File: config.mk
export PLATFORM = sky130hd
export DESIGN_NAME = uart_apb_regs
export DESIGN_NICKNAME = d
export VERILOG_FILES = /design/src/rtl/uart_pkg.sv /design/src/rtl/uart_rx_timeout.sv /design/src/rtl/uart_apb_regs.sv
export SDC_FILE = /design/constraint.sdc
export NUM_CORES = 1
export LEC_CHECK = 0
export ABC_AREA = 1
export CORE_ASPECT_RATIO = 0.7
export CORE_MARGIN = 3
export CORE_UTILIZATION = 56
export CTS_BUF_LIST = sky130_fd_sc_hd__clkbuf_4
export DETAILED_ROUTE_END_ITERATION = 8
export GPL_TIMING_DRIVEN = 1
export PLACE_DENSITY_LB_ADDON = 0.3
export SETUP_SLACK_MARGIN = 0.5
export SLEW_MARGIN = 30
export SYNTH_ARGS = -nofsm -noshare
export SYNTH_HDL_FRONTEND = slang
export SYNTH_SLANG_ARGS = --single-unit
File: constraint.sdc
create_clock -name clk -period 4.91 [get_ports clk]
set_input_delay 0.982 -clock clk [delete_from_list [all_inputs] [get_ports clk]]
set_output_delay 0.982 -clock clk [all_outputs]
set_load 0.01 [all_outputs]
File: src/rtl/uart_pkg.sv
// ============================================================
// uart_pkg : register map, bit indices and CTRL layout shared by the uart APB front-end
// Rev 1.0
// ============================================================
`default_nettype none

package uart_pkg;

  // Byte offsets of the mapped registers
  localparam logic [4:0] UART_REG_DATA     = 5'h00;
  localparam logic [4:0] UART_REG_STATUS   = 5'h04;
  localparam logic [4:0] UART_REG_CTRL     = 5'h08;
  localparam logic [4:0] UART_REG_INT_STAT = 5'h0C;
  localparam logic [4:0] UART_REG_TIMEOUT  = 5'h10;

  localparam int UART_CTRL_IE_RXTHR = 0;
  localparam int UART_CTRL_IE_TXTHR = 1;
  localparam int UART_CTRL_IE_RXTO  = 2;
  localparam int UART_CTRL_IE_ERR   = 3;

  localparam int UART_INT_RXTHR  = 0;
  localparam int UART_INT_TXTHR  = 1;
  localparam int UART_INT_RXTO   = 2;
  localparam int UART_INT_TX_OVF = 3;
  localparam int UART_INT_RX_UNF = 4;
  localparam int UART_INT_W      = 5;

  typedef struct packed {
    logic [7:0] tx_thr;
    logic [7:0] rx_thr;
    logic       ie_err;
    logic       ie_rxto;
    logic       ie_txthr;
    logic       ie_rxthr;
  } ctrl_t;

  function automatic ctrl_t ctrl_from_fields(input logic [3:0] ie,
                                             input logic [7:0] rx_thr,
                                             input logic [7:0] tx_thr);
    ctrl_t c;
    c.ie_rxthr = ie[UART_CTRL_IE_RXTHR];
    c.ie_txthr = ie[UART_CTRL_IE_TXTHR];
    c.ie_rxto  = ie[UART_CTRL_IE_RXTO];
    c.ie_err   = ie[UART_CTRL_IE_ERR];
    c.rx_thr   = rx_thr;
    c.tx_thr   = tx_thr;
    return c;
  endfunction

  function automatic logic [31:0] ctrl_to_word(input ctrl_t c);
    return {8'h00, c.tx_thr, c.rx_thr, 4'h0, c.ie_err, c.ie_rxto, c.ie_txthr, c.ie_rxthr};
  endfunction

endpackage

`default_nettype wire

File: src/rtl/uart_rx_timeout.sv
// ============================================================
// uart_rx_timeout : RX idle counter, raises a one-cycle RXTO set pulse per idle episode
// Rev 1.0
// ============================================================
`default_nettype none

module uart_rx_timeout #(
  parameter int CNT_W = 4
) (
  input  logic             clk,
  input  logic             rst_n,
  input  logic [CNT_W-1:0] i_rxfifo_cnt,
  input  logic             i_rxfifo_empty,
  input  logic             i_rxfifo_ren,
  input  logic [15:0]      i_timeout,
  input  logic             i_timeout_wr,
  output logic             o_rxto_set
);

  logic [CNT_W-1:0] r_rx_cnt_q;
  logic [15:0]      r_idle_cnt;
  logic             w_clr;
  logic             w_inc;

  // Any FIFO movement, an empty FIFO or a limit change starts a new idle episode
  assign w_clr = (i_rxfifo_cnt != r_rx_cnt_q) | i_rxfifo_ren | i_rxfifo_empty |
                 (i_timeout == 16'd0) | i_timeout_wr;

  assign w_inc      = !w_clr && (r_idle_cnt < i_timeout);
  assign o_rxto_set = w_inc && ((r_idle_cnt + 16'd1) == i_timeout);

  always_ff @(posedge clk or negedge rst_n) begin
    if (!rst_n) begin
      r_rx_cnt_q <= '0;
      r_idle_cnt <= 16'd0;
    end else begin
      r_rx_cnt_q <= i_rxfifo_cnt;
      if (w_clr) begin
        r_idle_cnt <= 16'd0;
      end else if (w_inc) begin
        r_idle_cnt <= r_idle_cnt + 16'd1;
      end
    end
  end

endmodule

`default_nettype wire

File: src/rtl/uart_apb_regs.sv
// ============================================================
// uart_apb_regs : zero-wait APB3 register front-end for the uart FIFOs and interrupt
// Rev 1.0
// ============================================================
`default_nettype none

module uart_apb_regs
  import uart_pkg::*;
#(
  parameter int FIFO_DEPTH = 8,
  parameter int CNT_W      = $clog2(FIFO_DEPTH) + 1
) (
  input  logic             clk,
  input  logic             rst_n,
  input  logic             i_psel,
  input  logic             i_penable,
  input  logic             i_pwrite,
  input  logic [4:0]       i_paddr,
  input  logic [31:0]      i_pwdata,
  output logic [31:0]      o_prdata,
  output logic             o_pready,
  output logic             o_pslverr,
  output logic             o_txfifo_wen,
  output logic [7:0]       o_txfifo_wdata,
  input  logic             i_txfifo_full,
  input  logic [CNT_W-1:0] i_txfifo_cnt,
  output logic             o_rxfifo_ren,
  input  logic             i_rxfifo_empty,
  input  logic [7:0]       i_rxfifo_rdata,
  input  logic [CNT_W-1:0] i_rxfifo_cnt,
  output logic             o_irq
);

  ctrl_t                 r_ctrl;
  logic [15:0]           r_timeout;
  logic                  r_rxto;
  logic                  r_tx_ovf;
  logic                  r_rx_unf;
  logic                  r_irq;

  logic                  w_acc;
  logic                  w_wr_acc;
  logic                  w_rd_acc;
  logic [4:0]            w_off;
  logic                  w_mapped;
  logic                  w_data_wr;
  logic                  w_data_rd;
  logic                  w_ctrl_wr;
  logic                  w_int_wr;
  logic                  w_timeout_wr;
  logic                  w_txfifo_wen;
  logic                  w_rxfifo_ren;
  logic                  w_tx_ovf_set;
  logic                  w_rx_unf_set;
  logic                  w_rxto_set;
  logic [2:0]            w_w1c;
  logic [7:0]            w_tx_cnt8;
  logic [7:0]            w_rx_cnt8;
  logic                  w_rxthr_lvl;
  logic                  w_txthr_lvl;
  logic [UART_INT_W-1:0] w_int_stat;
  logic [3:0]            w_ie;
  logic                  w_irq_nxt;
  logic [31:0]           w_rdata;
  logic                  w_unused_bits;

  assign w_acc    = i_psel & i_penable;
  assign w_wr_acc = w_acc & i_pwrite;
  assign w_rd_acc = w_acc & ~i_pwrite;
  assign w_off    = {i_paddr[4:2], 2'b00};
  assign w_mapped = (i_paddr[4:2] <= 3'd4);

  assign w_data_wr    = w_wr_acc && (w_off == UART_REG_DATA);
  assign w_data_rd    = w_rd_acc && (w_off == UART_REG_DATA);
  assign w_ctrl_wr    = w_wr_acc && (w_off == UART_REG_CTRL);
  assign w_int_wr     = w_wr_acc && (w_off == UART_REG_INT_STAT);
  assign w_timeout_wr = w_wr_acc && (w_off == UART_REG_TIMEOUT);

  assign w_txfifo_wen = w_data_wr & ~i_txfifo_full;
  assign w_rxfifo_ren = w_data_rd & ~i_rxfifo_empty;
  assign w_tx_ovf_set = w_data_wr & i_txfifo_full;
  assign w_rx_unf_set = w_data_rd & i_rxfifo_empty;

  // Strobes are held low while reset is asserted so an interrupted transfer has no effect
  assign o_txfifo_wen   = rst_n & w_txfifo_wen;
  assign o_txfifo_wdata = o_txfifo_wen ? i_pwdata[7:0] : 8'h00;
  assign o_rxfifo_ren   = rst_n & w_rxfifo_ren;
  assign o_pslverr      = rst_n & w_acc & ~w_mapped;
  assign o_prdata       = rst_n ? w_rdata : 32'h0;
  assign o_pready       = 1'b1;
  assign o_irq          = r_irq;

  assign w_tx_cnt8 = 8'(i_txfifo_cnt);
  assign w_rx_cnt8 = 8'(i_rxfifo_cnt);

  assign w_rxthr_lvl = (r_ctrl.rx_thr != 8'd0) && (w_rx_cnt8 >= r_ctrl.rx_thr);
  assign w_txthr_lvl = (w_tx_cnt8 <= r_ctrl.tx_thr);

  assign w_int_stat = {r_rx_unf, r_tx_ovf, r_rxto, w_txthr_lvl, w_rxthr_lvl};
  assign w_ie       = {r_ctrl.ie_err, r_ctrl.ie_rxto, r_ctrl.ie_txthr, r_ctrl.ie_rxthr};

  // IE_ERR gates both the overflow and the underflow source
  assign w_irq_nxt = (|(w_int_stat[3:0] & w_ie)) |
                     (w_int_stat[UART_INT_RX_UNF] & r_ctrl.ie_err);

  assign w_w1c = w_int_wr ? i_pwdata[UART_INT_RX_UNF:UART_INT_RXTO] : 3'b000;

  assign w_unused_bits = ^{i_pwdata[31:24], i_paddr[1:0]};

  uart_rx_timeout #(
    .CNT_W (CNT_W)
  ) u_rx_timeout (
    .clk            (clk),
    .rst_n          (rst_n),
    .i_rxfifo_cnt   (i_rxfifo_cnt),
    .i_rxfifo_empty (i_rxfifo_empty),
    .i_rxfifo_ren   (w_rxfifo_ren),
    .i_timeout      (r_timeout),
    .i_timeout_wr   (w_timeout_wr),
    .o_rxto_set     (w_rxto_set)
  );

  always_comb begin
    w_rdata = 32'h0;
    if (w_rd_acc) begin
      case (w_off)
        UART_REG_DATA: begin
          if (!i_rxfifo_empty) begin
            w_rdata[7:0] = i_rxfifo_rdata;
          end
        end
        UART_REG_STATUS: begin
          w_rdata[0]     = i_txfifo_full;
          w_rdata[1]     = i_rxfifo_empty;
          w_rdata[15:8]  = w_tx_cnt8;
          w_rdata[23:16] = w_rx_cnt8;
        end
        UART_REG_CTRL:     w_rdata = ctrl_to_word(r_ctrl);
        UART_REG_INT_STAT: w_rdata[UART_INT_W-1:0] = w_int_stat;
        UART_REG_TIMEOUT:  w_rdata[15:0] = r_timeout;
        default:           w_rdata = 32'h0;
      endcase
    end
  end

  always_ff @(posedge clk or negedge rst_n) begin
    if (!rst_n) begin
      r_ctrl    <= '0;
      r_timeout <= 16'd0;
      r_rxto    <= 1'b0;
      r_tx_ovf  <= 1'b0;
      r_rx_unf  <= 1'b0;
      r_irq     <= 1'b0;
    end else begin
      if (w_ctrl_wr) begin
        r_ctrl <= ctrl_from_fields(i_pwdata[3:0], i_pwdata[15:8], i_pwdata[23:16]);
      end
      if (w_timeout_wr) begin
        r_timeout <= i_pwdata[15:0];
      end
      // A set in the same cycle as a write-1-to-clear takes priority
      r_rxto   <= (r_rxto   & ~w_w1c[0]) | w_rxto_set;
      r_tx_ovf <= (r_tx_ovf & ~w_w1c[1]) | w_tx_ovf_set;
      r_rx_unf <= (r_rx_unf & ~w_w1c[2]) | w_rx_unf_set;
      r_irq    <= w_irq_nxt;
    end
  end

endmodule

`default_nettype wire

==> impl_metrics.json, run 1 <==
{
  "max_cap_violations": 0,
  "cts-root-buf": "clkbuf_4",
  "period_needed_ns": 4.20,
  "critPathCaptureType": "output pin",
  "max_freq_ghz": 0.238,
  "worstReg2RegStart": "u_rx_timeout.r_idle_cnt[9]$_DFFE_PN0P_",
  "cts_sinks": 60,
  "rsz0062_at_grt": "false",
  "layout_setup_ws_ns": 0.712,
  "firstDrtPassIters": 5,
  "post_cts_buffers": 0,
  "cts_resized": 0,
  "peakVddDrop_uv": 170,
  "first_global_vias": 4232,
  "drc": 0,
  "synth-seq-cells": 60,
  "viasPerCell": 5.75,
  "grt_max_degree": 61,
  "synth_top_area_frac": 0.353,
  "p_int_mw": 0.859,
  "clockBufferDepth": 2,
  "power_per_cell_area_nw_per_um2": 247,
  "cp-startpoint": "i_rxfifo_cnt[0]",
  "dr.first_iter.drc_count": 485,
  "tritoncts": "built",
  "fp.dieH_um": 79.0,
  "yosysWarnings": 0,
  "p_clk_frac": 0.271,
  "dieArea_um2": 8700,
  "grt-ovfl-total": 0,
  "dpl.hpwl_um": 9790,
  "ant_nets": 0,
  "yosysTopAreaCell": "dfrtp_1",
  "cellLeakagePower_nw": 2.41,
  "antenna_cells": 0,
  "synthTopCellsByCount": "153 x nand2_1, 67 x inv_1, 60 x dfrtp_1, 55 x nor2_1, 39 x o21ai_0",
  "area_growth_pct": 24.3,
  "reg2regPathDepth": 10,
  "path_clk_slew_ns": 0.11,
  "chipWidth_um": 110,
  "max_slew_margin": 0.468,
  "wirelength_um": 12800,
  "synth.most_common_cell": "nand2_1",
  "outcome": "completed",
  "start_util": 0.602,
  "seqPwrFrac": 0.474,
  "syn-cell-area_um2": 4260,
  "wl_per_cell_um": 16.6,
  "worst-setup-path-type": "input pin to output pin",
  "drv_slew": 0,
  "cts_buffers": 9,
  "grt_pass1_wl_um": 20600,
  "ys_dominant_reg_cell": "dfrtp_1",
  "avgSynthCellArea_um2": 7.29,
  "final_hold_viol_count": 0,
  "synthCells": 584,
  "gp_congestion": 0.931,
  "power_frac_comb": 0.255,
  "dpl_worst_slack_ns": 0.743,
  "fp-row-count": 25,
  "grt_use_total": 0.305,
  "finalCritPeriodShare": 0.855,
  "core_area_um2": 7070,
  "crit_end": "o_prdata[0]",
  "clock_skew_ns": 0.0100,
  "p_sw_frac": 0.345,
  "synthTopCellsByArea": "dfrtp_1 35%, nand2_1 13%, ha_1 7.3%",
  "place_inst": 754,
  "clk_latency_ns": 0.42,
  "antenna_found_initial": 0,
  "vias": 4430,
  "async_flop_share": 1.00,
  "h-tree-depth": 3,
  "ios": 105,
  "synth_edf_count": 0,
  "crit_required_ns": 3.93,
  "io_buffers": 85,
  "hold_path_class": "flip-flop to flip-flop",
  "rr_endpoint": "r_rxto$_DFF_PN0_",
  "hold_buffers": 0,
  "layout.nets": 756,
  "p_sw_mw": 0.451,
  "setup_violations": 0,
  "critPathMaxFanout": 3,
  "worst_setup_path_start_kind": "input pin",
  "tns_ns": 0,
  "cp.arrival_ns": 3.22,
  "synth_cell_types": 40,
  "yosysSeqAreaShare": 0.353,
  "worst_hold_slack_ns": 0.550,
  "worst_pin_slew_ns": 0.797,
  "drive_gt1_frac": 0.0888,
  "final_cells": 770,
  "reg2reg_slack_ns": 2.64
}
-- how the worst min path moves through the flow --
stage,start,to,slack [ns],cells after the start
2_1_floorplan,r_ctrl[3]$_DFFE_PN0P_,r_ctrl[3]$_DFFE_PN0P_,0.47,2
3_3_place_gp,r_ctrl[11]$_DFFE_PN0P_,r_ctrl[11]$_DFFE_PN0P_,0.52,1
3_5_place_dp,r_rx_unf$_DFF_PN0_,r_rx_unf$_DFF_PN0_,0.52,2
4_1_cts,r_ctrl[9]$_DFFE_PN0P_,r_ctrl[9]$_DFFE_PN0P_,0.55,1
5_1_grt,r_ctrl[11]$_DFFE_PN0P_,r_ctrl[11]$_DFFE_PN0P_,0.57,1
6_report,r_ctrl[9]$_DFFE_PN0P_,r_ctrl[9]$_DFFE_PN0P_,0.55,1
-- per-layer routing --
metal / share of wire / track usage / wire length, um
met1: 0.45 / 0.433 / 5690
met2: 0.46 / 0.473 / 5830
met3: 0.086 / 0.0755 / 1100
met4: 0.011 / 0.0689 / 134
met5: 0 / 0 / 0
-- state kept, by name (all words and copies together), names as in the netlist --
register,cells
r_ctrl,20
r_timeout,16
u_rx_timeout.r_idle_cnt,16
u_rx_timeout.r_rx_cnt_q,4
o_irq,1
r_rx_unf,1
r_rxto,1
r_tx_ovf,1
-- layout by cell type (no fill, tap or decap), types with 13 or more instances in the layout --
cell and count:
a21oi_1 30, clkdlybuf4s50_1 84, dfrtp_1 60, ha_1 25
inv_1 67, nand2_1 152, nand3_1 37, nand4_1 13
nor2_1 55, o21ai_0 39, o21ai_1 13
-- worst max-delay path, cell delays in order --
cell and delay (ns):
clkdlybuf4s50_1 0.52, inv_2 0.07, ha_1 0.29, inv_1 0.04
nand2_1 0.06, a21oi_1 0.06, o21ai_0 0.15, o311a_1 0.26
nand2_1 0.08, a21oi_1 0.15, clkdlybuf4s50_1 0.55
-- power by group through the flow --
stage / sequential [mW] / combinational, mW / clock (mW)
floorplan: 0.610 / 0.207 / 0
global route: 0.628 / 0.377 / 0.382
finish: 0.621 / 0.334 / 0.355
CTS: 0.618 / 0.332 / 0.359
detailed placement: 0.628 / 0.329 / 0
global placement: 0.625 / 0.313 / 0
-- through the flow --
stage / area [um2] / utilization / power (mW)
after floorplan: 4290 / - / 0.817
after global placement: 5160 / 0.730 / 0.938
after CTS: 5290 / 0.749 / 1.31
final: 5300 / 0.749 / 1.31
after detailed placement: 5160 / 0.730 / 0.957
after global routing: 5300 / 0.749 / 1.39
-- kinds of logic (layout without fill, tap and decap cells) --
kind of cell | count (synthesis) | in the layout | synth area share
simple gates | 288 | 288 | 0.303
compound gates | 101 | 101 | 0.137
buf+inv | 95 | 180 | 0.0969
flops | 60 | 60 | 0.353
fa+ha+maj | 25 | 25 | 0.0734
mux | 10 | 10 | 0.0264
xor+xnor | 3 | 3 | 0.00940
other cells | 2 | 9 | 0.00176
-- final cells by class --
| cell class | count | area (um2) |
|---|---|---|
| Clock buffer | 9 | 67.6 |
| Multi-Input combinational cell | 436 | 2380 |
| Clock inverter | 7 | 67.6 |
| Inverter | 74 | 279 |
| Tap cell | 94 | 118 |
| Timing Repair Buffer | 90 | 883 |
| Fill cell | 567 | 1770 |
| Sequential cell | 60 | 1500 |
Power figures use the tool's default switching activity.
==> inputs of run 2 (changes only) <==
CORE_MARGIN = default   (was 3)
==> impl_metrics.json, run 2 (synthesis results as in run 1) <==
{
  "fp.dieH_um": 75.0,
  "antenna_found_initial": 0,
  "postLayoutCellArea_um2": 5310,
  "worst_setup_path_start_kind": "input pin",
  "grt_max_degree": 61,
  "seqPwrFrac": 0.462,
  "max_slew_margin": 0.483,
  "p_int_mw": 0.906,
  "cts_resized": 0,
  "cellLeakagePower_nw": 2.42,
  "grt_pass1_wl_um": 19900,
  "grt_use_total": 0.328,
  "clock_skew_ns": 0.00904,
  "cp.arrival_ns": 3.22,
  "cts_sinks": 60,
  "worstReg2RegStart": "r_timeout[9]$_DFFE_PN0P_",
  "tritoncts": "built",
  "max_cap_violations": 0,
  "cp-startpoint": "i_psel",
  "ant_nets": 0,
  "p_sw_mw": 0.438,
  "drc": 0,
  "finalCritPeriodShare": 0.856,
  "cpPeakStageDelay_ns": 0.56,
  "chipWidth_um": 106,
  "layout.nets": 755,
  "drive_gt1_frac": 0.0844,
  "critPathMaxFanout": 9,
  "core_area_um2": 7320,
  "final_hold_viol_count": 0,
  "grt-ovfl-total": 0,
  "hold_path_class": "flip-flop to flip-flop",
  "first_global_vias": 4159,
  "dieArea_um2": 7960,
  "path_clk_slew_ns": 0.10,
  "cts-root-buf": "clkbuf_4",
  "layout_setup_ws_ns": 0.705,
  "wirelength_um": 12300,
  "crit_required_ns": 3.93,
  "dpl_worst_slack_ns": 0.763,
  "worst_pin_slew_ns": 0.776,
  "tns_ns": 0,
  "cp_cell_sequence": "clkdlybuf4s50_1 -> nand3_1 -> nor2_2 -> inv_2 -> nor3_2 -> a32o_1 -> clkdlybuf4s50_1",
  "whs_path_depth": 2,
  "final_core_util": 0.725,
  "area_growth_pct": 24.6,
  "peakVddDrop_uv": 172,
  "place_area_um2": 5150,
  "p_sw_frac": 0.326,
  "worst-setup-path-type": "input pin to output pin",
  "wl_per_cell_um": 15.9,
  "drv_slew": 0,
  "antenna_cells": 0,
  "clk_latency_ns": 0.41,
  "outcome": "completed",
  "final_common_cell": "nand2_1",
  "ios": 105,
  "gp_congestion": 0.933,
  "critPathCaptureType": "output pin",
  "regMostFlops": "r_ctrl",
  "reg_top3": "r_ctrl: 20 flops, r_timeout: 16 flops, u_rx_timeout.r_idle_cnt: 16 flops",
  "power.total_mw": 1.34,
  "worstHoldStart": "r_ctrl[3]$_DFFE_PN0P_",
  "cts_buffers": 9,
  "start_util": 0.582,
  "firstDrtPassIters": 5,
  "post_cts_buffers": 0,
  "dr.first_iter.drc_count": 351,
  "crit_top_cell": "clkdlybuf4s50_1",
  "setup_violations": 0,
  "final_cell_mix": "152 x nand2_1, 84 x clkdlybuf4s50_1, 67 x inv_1, 60 x dfrtp_1, 55 x nor2_1",
  "vias": 4398,
  "hold_buffers": 0,
  "power_per_cell_area_nw_per_um2": 253,
  "viasPerCell": 5.69,
  "rsz0062_at_grt": "false",
  "clockBufferDepth": 2,
  "largest_register_ffs": 20,
  "p_clk_frac": 0.290,
  "period_needed_ns": 4.20,
  "dpl.hpwl_um": 9360,
  "io_buffers": 85,
  "h-tree-depth": 3,
  "max_freq_ghz": 0.238,
  "cp_slowest_cell": "clkdlybuf4s50_1",
  "fp-row-count": 26,
  "reg2regPathDepth": 11,
  "power_frac_comb": 0.248
}
run 2: cell count changes in the layout (fill, tap and decap cells not counted), sizes merged:
cell and change:
bufinv +1, clkinvlp -2, buf -1, clkinv +1
run 2: per-stage QoR:
step	cells	hold slack, ns
finish	773	0.537
global route	773	0.570
CTS	773	0.526
detailed placement	757	0.499
global placement	757	0.497
floorplan	591	0.468
run 2: area by class of cell:
class                           count  area, um2
Multi-Input combinational cell    436       2380
Fill cell                         581       2010
Sequential cell                    60       1500
Timing Repair Buffer               89        876
Inverter                           74        279
Tap cell                           98        123
Clock inverter                      7       81.3
Clock buffer                        9       67.6
run 2: metal layers:
layer / vias to the layer above / global-route usage / wire, um
met5: - / 0 / 0
met4: 0 / 0.0941 / 159
met3: 20 / 0.0840 / 1110
met2: 240 / 0.543 / 5650
met1: 2052 / 0.432 / 5340
li1: 2086 / - / -
run 2: worst max-delay path: cells and delay by family:
kind / cells / cell delay, ns
AOI/OAI and AO/OA: 1 / 0.22
and+or+nand+nor: 3 / 0.76
buffers and inverters: 3 / 1.26
run 2: path summary, 6_finish.rpt:
check | end | slack, ns
max | o_prdata[6] | 0.71
min | r_ctrl[3]$_DFFE_PN0P_ | 0.54
max reg2reg | r_rxto$_DFF_PN0_ | 2.62
min reg2reg | r_ctrl[3]$_DFFE_PN0P_ | 0.54
max in group asynchronous | u_rx_timeout.r_idle_cnt[14]$_DFFE_PN0P_ | 3.56
min in group asynchronous | o_irq$_DFF_PN0_ | 0.83
run 2: power by group through the flow:
stage / clock network [mW] / registers [mW] / logic, mW
after floorplan: 0 / 0.610 / 0.207
after global placement: 0 / 0.624 / 0.313
after detailed placement: 0 / 0.627 / 0.327
after CTS: 0.390 / 0.618 / 0.331
after global routing: 0.415 / 0.630 / 0.374
final: 0.390 / 0.620 / 0.334
==> inputs of run 3 (changes only) <==
SLEW_MARGIN = default   (was 30)
==> impl_metrics.json, run 3 (synthesis results as in run 1) <==
{
  "outcome": "completed",
  "peakVddDrop_uv": 171,
  "cts_resized": 0,
  "multiInputGateArea_um2": 2380,
  "grt_pass1_wl_um": 19900,
  "reg_top3": "r_ctrl: 20 flops, r_timeout: 16 flops, u_rx_timeout.r_idle_cnt: 16 flops",
  "place_area_um2": 5150,
  "worst_hold_slack_ns": 0.534,
  "start_util": 0.582,
  "largest_register_ffs": 20,
  "first_global_vias": 4159,
  "dpl_worst_slack_ns": 0.763,
  "post_cts_buffers": 0,
  "hold_buffers": 0,
  "path_clk_slew_ns": 0.10,
  "ant_nets": 0,
  "fp-row-count": 26,
  "critPathMaxFanout": 9,
  "core_area_um2": 7320,
  "antenna_cells": 0,
  "io_buffers": 85,
  "clock_skew_ns": 0.00794,
  "dpl.hpwl_um": 9360,
  "postLayoutCellArea_um2": 5300,
  "layout.nets": 755,
  "setup_violations": 0,
  "wirelength_um": 12200,
  "worst-setup-path-type": "input pin to output pin",
  "drv_slew": 0,
  "grt-ovfl-total": 0,
  "firstDrtPassIters": 5,
  "worst_pin_slew_ns": 1.07,
  "drc": 0,
  "max_freq_ghz": 0.239,
  "area_growth_pct": 24.5,
  "final_cell_mix": "153 x nand2_1, 84 x clkdlybuf4s50_1, 67 x inv_1, 60 x dfrtp_1, 55 x nor2_1",
  "cpPeakStageDelay_ns": 0.56,
  "wl_per_cell_um": 15.8,
  "cts-root-buf": "clkbuf_4",
  "viasPerCell": 5.66,
  "power_per_cell_area_nw_per_um2": 253,
  "crit_required_ns": 3.93,
  "p_int_mw": 0.906,
  "final_cells": 773,
  "clk_latency_ns": 0.41,
  "tns_ns": 0,
  "cellLeakagePower_nw": 2.41,
  "fillCellCount": 580,
  "cp_cell_sequence": "clkdlybuf4s50_1 -> nand3_1 -> nor2_2 -> inv_2 -> nor3_2 -> a32o_1 -> clkdlybuf4s50_1",
  "max_cap_violations": 0,
  "cp.arrival_ns": 3.21,
  "timing.critical_path.buf_inv": 3,
  "grt_max_degree": 61,
  "seqCellArea_um2": 1500,
  "critPathCaptureType": "output pin",
  "final_common_cell": "nand2_1",
  "crit_top_cell": "clkdlybuf4s50_1",
  "ios": 105,
  "final_core_util": 0.725,
  "crit_family": "buffers and inverters",
  "p_sw_frac": 0.325,
  "cts_sinks": 60,
  "antenna_found_initial": 0,
  "cp_slowest_cell": "clkdlybuf4s50_1",
  "max_slew_margin": 0.286,
  "p_clk_frac": 0.290,
  "drive_gt1_frac": 0.0830,
  "dieArea_um2": 7960,
  "layout_setup_ws_ns": 0.722,
  "regMostFlops": "r_ctrl",
  "finalCritPeriodShare": 0.853,
  "power.total_mw": 1.34,
  "dr.first_iter.drc_count": 338,
  "rsz0062_at_grt": "false",
  "period_needed_ns": 4.19,
  "final_hold_viol_count": 0,
  "place_inst": 757,
  "fp.dieH_um": 75.0,
  "seqPwrFrac": 0.462,
  "vias": 4376,
  "grt_use_total": 0.328,
  "h-tree-depth": 3,
  "p_sw_mw": 0.436,
  "cts_buffers": 9,
  "clockBufferDepth": 2,
  "worst_setup_path_start_kind": "input pin",
  "chipWidth_um": 106,
  "gp_congestion": 0.933,
  "hold_path_class": "flip-flop to flip-flop",
  "power_frac_comb": 0.248,
  "tritoncts": "built"
}
[run 3: cell counts in the layout (fill, tap and decap cells not counted)]
Identical to the previous run, type by type.
[run 3: layer usage]
| layer | routed length, um | global-route usage |
|---|---|---|
| met2 | 5600 | 0.543 |
| met1 | 5340 | 0.432 |
| met5 | 0 | 0 |
| met4 | 196 | 0.0941 |
| met3 | 1050 | 0.0840 |
[run 3: cell type report]
type,count,area share
inverters,74,0.0526
clock inverters,7,0.0153
repair buffers,89,0.165
flip-flops and latches,60,0.283
well taps,98,0.0231
multi-input cells,436,0.448
clock buffers,9,0.0127
[run 3: path summary, 6_finish.rpt]
check / start / endpoint / slack [ns] / depth (start not counted)
min: r_ctrl[3]$_DFFE_PN0P_ / r_ctrl[3]$_DFFE_PN0P_ / 0.53 / 2
max in group asynchronous: rst_n / r_ctrl[11]$_DFFE_PN0P_ / 3.56 / 2
max reg2reg: r_timeout[9]$_DFFE_PN0P_ / r_rxto$_DFF_PN0_ / 2.62 / 11
min reg2reg: r_ctrl[3]$_DFFE_PN0P_ / r_ctrl[3]$_DFFE_PN0P_ / 0.53 / 2
max: i_psel / o_prdata[6] / 0.72 / 7
min in group asynchronous: rst_n / o_irq$_DFF_PN0_ / 0.85 / 2
[run 3: worst min-delay path, cell delays in order, from the launching register on]
cell and delay, ns:
dfrtp_1 0.38, nand2_1 0.06, o21ai_0 0.06
[run 3: power by group through the flow]
stage,logic (mW),clock network [mW],registers [mW]
finish,0.333,0.389,0.620
global route,0.374,0.415,0.630
CTS,0.331,0.390,0.618
detailed placement,0.327,0,0.627
global placement,0.313,0,0.624
floorplan,0.207,0,0.610
